## src/rtl/fetch_prefetch_stage.sv

```systemverilog
// fetch_prefetch_stage: single-outstanding instruction fetch feeding decode through a PC-tagged FIFO.
// Optional macro FETCH_BYPASS_EN forwards a response straight to decode when the FIFO is empty.
module fetch_prefetch_stage #(
    parameter logic [31:0] RESET_PC = 32'h0000_0000,
    parameter int          DEPTH    = 4,
    parameter int          AW       = 2
) (
    input  logic        clk,
    input  logic        reset_n,
    output logic        imem_req,
    output logic [31:0] imem_addr,
    input  logic        imem_rvalid,
    input  logic [31:0] imem_rdata,
    input  logic        redirect,
    input  logic [31:0] redirect_pc,
    output logic        out_valid,
    input  logic        out_ready,
    output logic [31:0] out_instr,
    output logic [31:0] out_pc,
    output logic [31:0] out_pc4
);
    typedef enum logic {S_IDLE, S_WAIT} state_t;
    localparam logic [AW:0] FULL = (AW+1)'(DEPTH);
    state_t        state, state_n;
    logic [31:0]   fetch_pc, req_addr;
    logic          discard;
    logic [31:0]   buf_instr [DEPTH];
    logic [31:0]   buf_pc [DEPTH];
    logic [AW-1:0] rd_ptr, wr_ptr;
    logic [AW:0]   count;
    logic          rsp, accept, issue, push, pop, byp;

    assign imem_req  = state == S_WAIT;
    assign imem_addr = req_addr;

    // Issuing only with a free slot means a response can always be pushed.
    always_comb begin
        rsp     = state == S_WAIT && imem_rvalid;
        accept  = rsp && !discard && !redirect;
        issue   = state == S_IDLE && count < FULL && !redirect;
        state_n = issue ? S_WAIT : rsp ? S_IDLE : state;
`ifdef FETCH_BYPASS_EN
        byp     = accept && count == '0;
`else
        byp     = 1'b0;
`endif
        out_valid = count != '0 || byp;
        out_instr = byp ? imem_rdata : buf_instr[rd_ptr];
        out_pc    = byp ? req_addr : buf_pc[rd_ptr];
        out_pc4   = out_pc + 32'd4;
        pop       = count != '0 && out_ready;
        push      = accept && !(byp && out_ready);
    end

    always_ff @(posedge clk or negedge reset_n)
        if (!reset_n) state <= S_IDLE;
        else          state <= state_n;

    // A redirect while waiting keeps the old request alive and drops its data on arrival.
    always_ff @(posedge clk or negedge reset_n)
        if (!reset_n) begin
            fetch_pc <= RESET_PC;
            req_addr <= RESET_PC;
            discard  <= 1'b0;
            rd_ptr   <= '0;
            wr_ptr   <= '0;
            count    <= '0;
        end else begin
            if (issue) req_addr <= fetch_pc;
            fetch_pc <= redirect ? redirect_pc & ~32'h3 : accept ? req_addr + 32'd4 : fetch_pc;
            discard  <= rsp ? 1'b0 : (state == S_WAIT && redirect) ? 1'b1 : discard;
            rd_ptr   <= redirect ? '0 : rd_ptr + AW'(pop);
            wr_ptr   <= redirect ? '0 : wr_ptr + AW'(push);
            count    <= redirect ? '0 : count + (AW+1)'(push) - (AW+1)'(pop);
        end

    always_ff @(posedge clk or negedge reset_n)
        if (!reset_n) begin
            for (int i = 0; i < DEPTH; i++) begin
                buf_instr[i] <= '0;
                buf_pc[i]    <= '0;
            end
        end else if (push) begin
            buf_instr[wr_ptr] <= imem_rdata;
            buf_pc[wr_ptr]    <= req_addr;
        end
endmodule

```

## config.mk

```make
export PLATFORM = sky130hd
export DESIGN_NAME = fetch_prefetch_stage
export DESIGN_NICKNAME = d
export VERILOG_FILES = /design/src/rtl/fetch_prefetch_stage.sv
export SDC_FILE = /design/constraint.sdc
export NUM_CORES = 1
export LEC_CHECK = 0
export BUFFER_PORTS_ARGS = -buffer_cell sky130_fd_sc_hd__buf_4
export CAP_MARGIN = 0
export CORE_ASPECT_RATIO = 1.2
export CORE_MARGIN = 5
export CORE_UTILIZATION = 55
export DETAILED_ROUTE_END_ITERATION = 10
export GPL_TIMING_DRIVEN = 0
export HOLD_SLACK_MARGIN = 0.08
export PLACE_DENSITY = 0.76
export SLEW_MARGIN = 25
export SYNTH_ARGS = -nofsm -noshare
export SYNTH_HDL_FRONTEND = slang
export SYNTH_SLANG_ARGS = --single-unit
```

## constraint.sdc

```tcl
create_clock -name clk -period 3.4 [get_ports clk]
set_clock_uncertainty 0.2 [all_clocks]
set_input_delay 1.02 -clock clk [delete_from_list [all_inputs] [get_ports clk]]
set_output_delay 1.02 -clock clk [all_outputs]
set_load 0.01 [all_outputs]
```

==> metrics.md, run 1 <==
| Metric | Value |
|---|---|
| Total number of vias | approximately 10k |
| Critical path fanouts, max | 6 |
| Cell Area, Synth | 15400 um^2 |
| Relative area change from synthesis to final layout | 25.5% |
| Number of design-rule violations left by the first detailed-router iteration | ~600 |
| Number of antenna diodes | 0 |
| Seq/Total Area, Yosys | between 50 and 60% |
| Tmin final | a little over 4000 ps |
| Critical path's largest stage delay | between 700 and 800 ps |
| CTS Buf Count | 35 |
| Post-route total power | approximately 15 mW |
| DIE HEIGHT | between 150 and 200 um |
| DPL Wire Length | approximately 26 mm |
| Register Area | approximately 8000 um^2 |
| Fraction of layout instances using a drive strength above 1 | between 50% and 60% |
| Post-synth EDFFs | 0 |
| Cell Area, Placed | 17400 um^2 |
| Distinct cells, synth | 55 |
| Critical Path End | out_pc4[24] |
| Post-Route Utilization | between 60% and 70% |
| DRC violations left | 0 |
| Via count of the first global-routing pass | roughly 11k |
| Most common cell after layout, fill and taps aside | dfrtp_1 |
| Clock-pin transition on the worst setup and hold timing paths | approximately 60 ps |
| Clock tree from TritonCTS | done |
| TritonRoute pass-1 iters | 5 |
| CTS Root Cell | clkbuf_16 |
| Worst min path class | flop to flop |
| Standby leakage power | 9.25 nW |
| Post-synthesis net count | about 1.2k |
| Number of buffer and inverter stages on the critical path | 3 |
| Post-synthesis sequential element count | around 330 |
| Min setup slack post-route | -665 ps |
| Tcrit/Tclk final | 120% |
| Relative slew slack | ~40% |
| Pin count of the biggest net entering global routing | 96 |
| Post-synthesis async set-or-reset flop share | 100% |
| Max-capacitance violation count | 0 |
| Routed wire length | around 39 mm |
| Reg-to-reg endpoint | buf_pc[115] |
| Initial Utilization | between 50% and 60% |
| Mean instance size in the synthesized netlist | about 14 um^2 |
| Stages on worst setup path | 8 |
| Number of sinks handled by clock tree synthesis | around 330 |
| Placement row count | 67 |
| Global-route wire length before repair | ~63 mm |
| Number of failing setup endpoints in the final timing report | 66 |
| Clk_lat worst skew | roughly 510 ps |
| Filler Cell Count | 1942 |
| Type of element capturing the critical path | primary output |
| Critical R2R Launch | imem_req |
| Number of antenna-violating nets in the routed design | 0 |
| Most used cells in the layout excluding fill and tap cells | dfrtp_1, mux2_2, buf_4, mux4_2, nand2_1 |
| Most numerous cell on the critical path | buf_4 |
| # IOs | between 150 and 200 |
| Reg-to-reg slack, setup | roughly 190 ps |
| Final Hold Slack | 269 ps |
| Die width | about 160 um |
| Synthesized instance count | ~1.1k |
| Initial antenna violation count | 2 |
| DIE AREA | 31500 um^2 |
| Core footprint | roughly 28000 um^2 |
| Crit-path leading delay family | multiplexers |
| Violations in the final reports | setup timing |
| Hold Vio Cnt, Final | 0 |
| H-tree levels | 2 |
| Worst slack at placement | -672 ps |
| Final Instance Area | between 15000 and 20000 um^2 |
| Wirelength per Cell | ~22 um |
| Setup repair after global routing missed its margin | true |
| Cell breakdown of the critical path | mux4_1 > and4_1 > buf_6 > buf_4 > nand4_4 > nor3_2 > xor2_1 > buf_4 |
| Worst-case reg-to-reg path depth | 6 |
| Arrival time worst endpoint | 2840 ps |
| Outcome | complete, but fails checks |
| Required time at the worst-slack endpoint | around 2200 ps |
| Global-route total usage across every layer | 25.2% |
| Synthesis warning total | 0 |
| Kind of launch point of the worst setup path | flop |
| Power density of the placed cells | between 700 and 800 nW/um^2 |
| Gpl congestion | slightly below 0.9 |
| Number of nets in the finished design | around 1.4k |
| Type of the setup path with the least slack | flop to primary output |
| Area of the multi-input gates | about 6900 um^2 |
| Max clock buf depth | 3 |
| Ys flop type | dfrtp_1 |
| Critical path launch point | rd_ptr[0] |
| Maximum VDD drop | between 0.0006 and 0.0007 V |
| Slew of the pin with the lowest slew margin | around 910 ps |
| Fin. max-slew vios | 0 |
| # port buffers | 196 |
| Total grt overflow | 0 |
| Slowest cell on crit path | mux4_1 |
| Peak clock frequency supported by timing | roughly 0.25 GHz |
| Ratio of routed vias to standard cells | about 6 |
## metrics by stage
step | TNS (ps) | std cells
after detailed placement | -82980 | 1674
after floorplan | 0 | 1096
after CTS | -22340 | 1768
after global placement | -687810 | 1671
after global routing | -26740 | 1770
final | -22080 | 1770
## cells by family (layout without fill, tap and decap cells)
kind of cell,after synthesis,count (layout),synth area share [%]
mux,350,350,30.3
flops,329,329,53.4
simple gates,213,214,7.76
buf+inv,91,385,2.96
compound gates,61,61,2.44
xor+xnor,47,47,2.67
fa+ha+maj,5,5,0.455
## worst min-delay path by stage
stage,startpoint,to,slack [ps],cells after the start
final,fetch_pc[23],imem_addr[23],270,2
after global routing,fetch_pc[23],imem_addr[23],290,2
after CTS,fetch_pc[23],imem_addr[23],270,2
after detailed placement,buf_pc[17],buf_pc[17],270,2
after global placement,fetch_pc[17],imem_addr[17],250,2
after floorplan,fetch_pc[17],imem_addr[17],240,2
## layout make-up
| type | instances | area share, % |
|---|---|---|
| Tap cell | 379 | 2.45 |
| Multi-Input combinational cell | 677 | 35.7 |
| Clock buffer | 45 | 5.04 |
| Buffer | 80 | 2.85 |
| Timing Repair Buffer | 232 | 10.3 |
| Inverter | 11 | 0.233 |
| Sequential cell | 329 | 42.6 |
| Clock inverter | 17 | 0.770 |
## repair_timing
item / in CTS / in global routing
setup buffers: 29 / 3
gates cloned: 3 / 0
hold buffers: 0 / 0
endpoints found under the setup margin: 86 / 131
pin swaps: 19 / 15
gates resized for setup: 112 / 8
## sequential cells by signal (all words and copies together), names as in the netlist
signal	count
fetch_pc	32
discard	1
imem_req	1
rd_ptr	2
count	3
wr_ptr	2
buf_instr	128
buf_pc	128
imem_addr	32
## Yosys cell counts (all sizes together) (2+ instances only)
cell type | count | area (um^2)
o21ai | 24 | 120
a21oi | 18 | 90.1
nor4b | 3 | 26.3
o221ai | 2 | 17.5
or4 | 2 | 15.0
mux2i | 8 | 80.1
nor4 | 8 | 83.8
xor2 | 26 | 228
and4 | 7 | 61.3
nor3 | 24 | 125
mux2 | 278 | 3130
or3 | 3 | 18.8
and2 | 6 | 41.3
a311o | 3 | 30.0
nand2 | 61 | 234
clkbuf | 27 | 101
nor3b | 11 | 82.6
and3 | 7 | 43.8
nand3 | 24 | 120
a31o | 2 | 17.5
a21o | 2 | 15.0
nand3b | 11 | 82.6
mux4 | 64 | 1450
xnor2 | 21 | 184
nand4 | 16 | 128
o31ai | 5 | 37.5
nor2b | 3 | 18.8
ha | 4 | 50.1
inv | 10 | 37.5
dfrtp | 329 | 8230
buf | 53 | 313
nor2 | 24 | 90.1
## layer usage
layer | GRT usage [%] | wire (um)
met1 | 33.6 | 15700
met2 | 41.2 | 19700
met3 | 5.47 | 2600
met4 | 8.48 | 1210
met5 | 0 | 30
## power breakdown
group	total, mW	switching [mW]	leakage, nW	internal, mW
clock network	3.72	1.53	0.564	2.18
logic	6.20	2.83	4.32	3.37
registers	5.42	0.676	4.36	4.74
total	15.3	5.04	9.25	10.3
## worst min-delay path: stages (launching register included)
cell and delay [ps]:
dfrtp_1 340, nand2_1 50, o21ai_0 60
Power figures use the tool's default switching activity.
==> inputs of run 2 (changes only) <==
--- a/config.mk
+++ b/config.mk
@@ -8,7 +8,6 @@
 export BUFFER_PORTS_ARGS = -buffer_cell sky130_fd_sc_hd__buf_4
 export CAP_MARGIN = 0
 export CORE_ASPECT_RATIO = 1.2
-export CORE_MARGIN = 5
 export CORE_UTILIZATION = 55
 export DETAILED_ROUTE_END_ITERATION = 10
 export GPL_TIMING_DRIVEN = 0
==> run 2 against run 1 <==
Against the previous run: the run still ends with setup timing left; sequential share of layout area fell by 0.90 points; sequential cell count did not move; via count barely moved; highest routed layer unchanged; combinational power rose by 7.1%.
==> metrics.md, run 2 (synthesis results as in run 1) <==
| Metric | Value |
|---|---|
| Maximum VDD drop | 0.000523 V (was 0.000602 V) |
| Global-route total usage across every layer | 27.4% (was 25.2%) |
| Number of antenna-violating nets in the routed design | 0 (unchanged) |
| Number of failing setup endpoints in the final timing report | 66 (unchanged) |
| Slowest cell on crit path | dfrtp_2 (was mux4_1) |
| Wirelength per Cell | 21.7 um (was 22.2 um) |
| Min setup slack post-route | -619 ps (was -665 ps) |
| DIE AREA | 28700 um^2 (was 31500 um^2) |
| Die width | 155 um (was 163 um) |
| Max-capacitance violation count | 0 (unchanged) |
| Outcome | complete, but fails checks (unchanged) |
| Initial antenna violation count | 1 (was 2) |
| Reg-to-reg slack, setup | 210 ps (was 190 ps) |
| Critical path fanouts, max | 10 (was 6) |
| Type of the setup path with the least slack | flop to primary output (unchanged) |
| Setup repair after global routing missed its margin | true (unchanged) |
| Hold Vio Cnt, Final | 0 (unchanged) |
| Reg-to-reg endpoint | buf_pc[111] (was buf_pc[115]) |
| Max clock buf depth | 3 (unchanged) |
| TritonRoute pass-1 iters | 5 (unchanged) |
| Type of element capturing the critical path | primary output (unchanged) |
| Kind of launch point of the worst setup path | flop (unchanged) |
| Standby leakage power | 9.42 nW (was 9.25 nW) |
| Gpl congestion | 0.867 (was 0.866) |
| Number of antenna diodes | 0 (unchanged) |
| Critical path launch point | rd_ptr[0] (unchanged) |
| Number of standard cells in the final layout excluding fillers | 1779 (was 1770) |
| Critical R2R Launch | imem_req (unchanged) |
| Number of design-rule violations left by the first detailed-router iteration | 657 (was 616) |
| Critical Path End | out_pc4[27] (was out_pc4[24]) |
| Ratio of routed vias to standard cells | 5.81 (was 5.85) |
| Critical path's largest stage delay | 470 ps (was 730 ps) |
| Relative slew slack | 36.5% (was 39.0%) |
| Slew of the pin with the lowest slew margin | 947 ps (was 910 ps) |
| Total number of vias | 10.3k (about the same) |
| Post-route total power | 15.7 mW (was 15.3 mW) |
| Fraction of layout instances using a drive strength above 1 | 52.7% (was 51.7%) |
| Worst slack at placement | -591 ps (was -672 ps) |
| H-tree levels | 2 (unchanged) |
| Clock-pin transition on the worst setup and hold timing paths | 60 ps (about the same) |
| # port buffers | 196 (unchanged) |
| Fin. max-slew vios | 0 (unchanged) |
| Tcrit/Tclk final | 118% (was 120%) |
| Most numerous cell on the critical path | buf_12 (was buf_4) |
| Most common cell after layout, fill and taps aside | dfrtp_1 (unchanged) |
| Tmin final | 4020 ps (was 4060 ps) |
| Top Registers | buf_instr: 128 flops, buf_pc: 128 flops (unchanged) |
| Required time at the worst-slack endpoint | 2180 ps (about the same) |
| Power density of the placed cells | 797 nW/um^2 (was 793 nW/um^2) |
| Worst-case reg-to-reg path depth | 6 (unchanged) |
| Via count of the first global-routing pass | 10.6k (was 11.1k) |
| Clk_lat worst skew | 510 ps (about the same) |
| Peak clock frequency supported by timing | 0.249 GHz (was 0.246 GHz) |
| CTS Buf Count | 35 (unchanged) |
| Number of nets in the finished design | 1458 (was 1440) |
| DPL Wire Length | 25.3 mm (was 25.9 mm) |
| Violations in the final reports | setup timing (unchanged) |
| # IOs | 199 (unchanged) |
| Placement row count | 66 (was 67) |
| Global-route wire length before repair | 59.4 mm (was 62.7 mm) |
| Arrival time worst endpoint | 2800 ps (was 2840 ps) |
| Initial Utilization | 56.4% (was 55.5%) |
| Relative area change from synthesis to final layout | 28.2% (was 25.5%) |
| Routed wire length | 38.5 mm (was 39.3 mm) |
| Total grt overflow | 0 (unchanged) |
| DIE HEIGHT | 185 um (was 193 um) |
| Cell breakdown of the critical path | buf_12 > buf_12 > mux4_2 > and4_4 > nand2_4 > buf_12 > nor4_4 > xor2_1 > buf_4 (was mux4_1 > and4_1 > buf_6 > buf_4 > nand4_4 > nor3_2 > xor2_1 > buf_4) |
| Number of sinks handled by clock tree synthesis | 329 (unchanged) |
| Core footprint | 27300 um^2 (was 27700 um^2) |
| Worst min path class | primary input to async pin (was flop to flop) |
| Pin count of the biggest net entering global routing | 95 (was 96) |
| DRC violations left | 0 (unchanged) |
| Count of hold-fix buffers inserted at cts | 0 (unchanged) |
| Dpl cells | 1669 (was 1674) |
| Clock tree from TritonCTS | done (unchanged) |
| Filler Cell Count | 1837 (was 1942) |
| Most used cells in the layout excluding fill and tap cells | dfrtp_1, mux2_2, buf_4, buf_6, mux4_2 (was dfrtp_1, mux2_2, buf_4, mux4_2, nand2_1) |
| CTS Root Cell | clkbuf_16 (unchanged) |
-- run 2: power by group --
group | total [mW] | internal [mW] | switching [mW]
logic | 6.64 | 3.72 | 2.91
registers | 5.43 | 4.74 | 0.689
clock network | 3.67 | 2.17 | 1.50
-- run 2: through the flow --
| stage | setup TNS [ps] | utilization [%] | hold WS, ps | instance area, um^2 |
|---|---|---|---|---|
| finish | -19910 | 72.3 | 234 | 19800 |
| global route | -23950 | 72.3 | 255 | 19800 |
| CTS | -28550 | 71.0 | 241 | 19400 |
| detailed placement | -80030 | 63.8 | 262 | 17400 |
| global placement | -679790 | 63.5 | 257 | 17300 |
| floorplan | 0 | - | 242 | 15400 |
-- run 2: timing repair --
item,in CTS,in global routing
setup buffers,29,26
pin swaps,22,18
gates resized for setup,132,50
setup endpoints to repair,83,84
cloned,5,2
-- run 2: area by class of cell --
type	count	area, um^2	share of cell area (%)
Buffer	77	492	2.49
Clock buffer	48	985	4.99
Clock inverter	10	113	0.570
Inverter	11	45.0	0.228
Multi-Input combinational cell	678	6980	35.4
Sequential cell	329	8230	41.7
Tap cell	374	468	2.37
Timing Repair Buffer	252	2430	12.3
-- run 2: per-layer routing --
metal | part of all wire [%] | wire [um] | track usage, %
met5 | 0.023 | 9 | 0
met4 | 2.7 | 1040 | 9.35
met3 | 6.8 | 2620 | 6.29
met2 | 51 | 19500 | 46.6
met1 | 40 | 15400 | 34.6
-- run 2: how the worst min path moves through the flow --
stage	from	endpoint	slack, ps	cells past startpoint
after floorplan	fetch_pc[17]	imem_addr[17]	240	2
after global placement	buf_pc[55]	buf_pc[55]	260	2
after detailed placement	fetch_pc[17]	imem_addr[17]	260	2
after CTS	reset_n	buf_pc[102]	240	1
after global routing	reset_n	buf_pc[102]	250	1
final	reset_n	buf_pc[70]	230	1
-- run 2: critical path, delay by kind of cell (launching register included) --
family	cells	cell delay (ps)
DFF	1	470
xor gates and xnor gates	1	220
and+or+nand+nor	3	600
buffers and inverters	4	640
muxes	1	350
==> inputs of run 3 (changes only) <==
--- a/config.mk
+++ b/config.mk
@@ -13,6 +13,7 @@
 export GPL_TIMING_DRIVEN = 0
 export HOLD_SLACK_MARGIN = 0.08
 export PLACE_DENSITY = 0.76
+export SETUP_SLACK_MARGIN = 0.2
 export SLEW_MARGIN = 25
 export SYNTH_ARGS = -nofsm -noshare
 export SYNTH_HDL_FRONTEND = slang
==> run 3 against run 2 <==
Against the previous run: the flow still finishes with violations (setup timing); worst hold slack worse by 12 ps; sequential power hardly changed; combinational power grew 0.9%; via count up 0.26%; clock power is 9.3% higher; first-iteration DRC count shrank 8.4%; sequential cell count unchanged; wire length grew 0.33%; critical path depth unchanged; largest cell class unchanged; total power rose by 2.5%; clock-buffer cell count is 1 lower.
==> metrics.md, run 3 (synthesis results as in run 1) <==
| Metric | Value |
|---|---|
| Tmin final | 4080 ps (was 4020 ps) |
| Core footprint | 27300 um^2 (unchanged) |
| TritonRoute pass-1 iters | 5 (unchanged) |
| Tcrit/Tclk final | 120% (was 118%) |
| Pin count of the biggest net entering global routing | 82 (was 95) |
| Die width | 155 um (unchanged) |
| Critical path fanouts, max | 6 (was 10) |
| Wirelength per Cell | 21.7 um (about the same) |
| Most common cell after layout, fill and taps aside | dfrtp_1 (unchanged) |
| Fraction of layout instances using a drive strength above 1 | 52.6% (was 52.7%) |
| Relative area change from synthesis to final layout | 28.8% (was 28.2%) |
| Maximum VDD drop | 0.000507 V (was 0.000523 V) |
| Number of buffer and inverter stages on the critical path | 4 (unchanged) |
| Initial antenna violation count | 0 (was 1) |
| Count of hold-fix buffers inserted at cts | 0 (unchanged) |
| Most used cells in the layout excluding fill and tap cells | dfrtp_1, mux2_2, buf_4, buf_6, mux4_2 (unchanged) |
| Fin. max-slew vios | 0 (unchanged) |
| Peak clock frequency supported by timing | 0.245 GHz (was 0.249 GHz) |
| Total grt overflow | 0 (unchanged) |
| Placement row count | 66 (unchanged) |
| Total number of vias | 10.4k (was 10.3k) |
| Ratio of routed vias to standard cells | 5.82 (was 5.81) |
| Number of standard cells in the final layout excluding fillers | 1781 (was 1779) |
| Cell Area, Placed | 17500 um^2 (was 17400 um^2) |
| Standby leakage power | 9.40 nW (was 9.42 nW) |
| Relative slew slack | 41.1% (was 36.5%) |
| Routed wire length | 38.7 mm (was 38.5 mm) |
| Top Registers | buf_instr: 128 flops, buf_pc: 128 flops (unchanged) |
| Setup repair after global routing missed its margin | true (unchanged) |
| Max-capacitance violation count | 0 (unchanged) |
| Worst min path class | primary input to async pin (unchanged) |
| Clock-pin transition on the worst setup and hold timing paths | 60 ps (about the same) |
| DPL Wire Length | 25.2 mm (was 25.3 mm) |
| Cell breakdown of the critical path | buf_12 > buf_12 > mux4_2 > and2_4 > nand4_4 > buf_4 > nor2b_2 > xor2_1 > buf_4 (was buf_12 > buf_12 > mux4_2 > and4_4 > nand2_4 > buf_12 > nor4_4 > xor2_1 > buf_4) |
| DRC violations left | 0 (unchanged) |
| Critical path's largest stage delay | 470 ps (about the same) |
| Clk_lat worst skew | 520 ps (was 510 ps) |
| Arrival time worst endpoint | 2860 ps (was 2800 ps) |
| Via count of the first global-routing pass | 10.7k (was 10.6k) |
| DIE AREA | 28700 um^2 (unchanged) |
| Slowest cell on crit path | dfrtp_2 (unchanged) |
| Hold Vio Cnt, Final | 0 (unchanged) |
| Crit-path leading delay family | buffers and inverters (unchanged) |
| Slew of the pin with the lowest slew margin | 884 ps (was 947 ps) |
| Required time at the worst-slack endpoint | 2180 ps (about the same) |
| Max clock buf depth | 3 (unchanged) |
| Gpl congestion | 0.856 (was 0.867) |
| Number of design-rule violations left by the first detailed-router iteration | 602 (was 657) |
| H-tree levels | 2 (unchanged) |
| # port buffers | 196 (unchanged) |
| Violations in the final reports | setup timing (unchanged) |
| Kind of launch point of the worst setup path | flop (unchanged) |
| Dpl cells | 1670 (was 1669) |
| Number of antenna diodes | 0 (unchanged) |
| Global-route wire length before repair | 60.6 mm (was 59.4 mm) |
| # IOs | 199 (unchanged) |
| Global-route total usage across every layer | 27.8% (was 27.4%) |
| Initial Utilization | 56.4% (unchanged) |
| Type of element capturing the critical path | primary output (unchanged) |
| Number of antenna-violating nets in the routed design | 0 (unchanged) |
| CTS Root Cell | clkbuf_16 (unchanged) |
| Number of failing setup endpoints in the final timing report | 70 (was 66) |
| Power density of the placed cells | 814 nW/um^2 (was 797 nW/um^2) |
| Min setup slack post-route | -682 ps (was -619 ps) |
| Number of sinks handled by clock tree synthesis | 329 (unchanged) |
| Outcome | complete, but fails checks (unchanged) |
| DIE HEIGHT | 185 um (unchanged) |
| Number of nets in the finished design | 1457 (was 1458) |
| Final Instance Area | 19800 um^2 (about the same) |
| Clock tree from TritonCTS | done (unchanged) |
| CTS Buf Count | 35 (unchanged) |
| Type of the setup path with the least slack | flop to primary output (unchanged) |
## run 3: final timing paths
check	start	to	slack, ps	cells past startpoint
max in group asynchronous	reset_n	buf_instr[1]	1330	4
setup / recovery	rd_ptr[0]	out_pc4[17]	-680	9
setup reg to reg	imem_req	buf_pc[29]	560	8
hold reg to reg	buf_pc[49]	buf_pc[49]	280	2
min in group clk	buf_pc[49]	buf_pc[49]	280	2
hold / removal	reset_n	buf_pc[102]	220	1
## run 3: final cells by class
cell class              instances  area, um^2
well taps                     374         468
repair buffers                248        2370
clock inverters                14         239
multi-input cells             678        6940
plain buffers                  80         578
flip-flops and latches        329        8230
fillers                      1784        7500
clock buffers                  47         971
inverters                      11        42.5
## run 3: worst register-to-register path: cells and delay by family (launching register included)
kind	cells	cell delay (ps)
simple gates	3	630
mux	1	380
flops	1	460
buf+inv	4	1080
## run 3: report_power, final
group	switching, mW	leakage (nW)	total, mW	internal, mW
clock	1.54	0.594	4.01	2.47
combinational	2.94	4.44	6.70	3.77
sequential	0.683	4.36	5.43	4.74
total	5.16	9.40	16.1	11.0
## run 3: timing repair
item                                    CTS  global route
endpoints found under the setup margin  198           178
gates cloned                              5             2
pin swaps                                19            13
buffers inserted                         26            17
gates resized for setup                 133            32
## run 3: through the flow
| stage | TNS [ps] | total power [mW] | util, % | hold WS [ps] | worst slack, ps |
|---|---|---|---|---|---|
| after floorplan | 0 | 8.55 | - | 242 | 175 |
| after global placement | -681520 | 10.8 | 63.6 | 251 | -1850 |
| after detailed placement | -82890 | 11.0 | 64.0 | 270 | -564 |
| after CTS | -21900 | 15.9 | 71.3 | 229 | -573 |
| after global routing | -33280 | 16.9 | 72.6 | 243 | -779 |
| final | -28530 | 16.1 | 72.6 | 222 | -682 |
## run 3: layer usage
layer | global-route usage (%) | vias to the layer above | wire length, um
met5 | 0 | - | 0
met3 | 7.04 | 69 | 2720
li1 | - | 4589 | -
met1 | 35.9 | 5366 | 15600
met2 | 46.0 | 343 | 19300
met4 | 9.35 | 0 | 1130
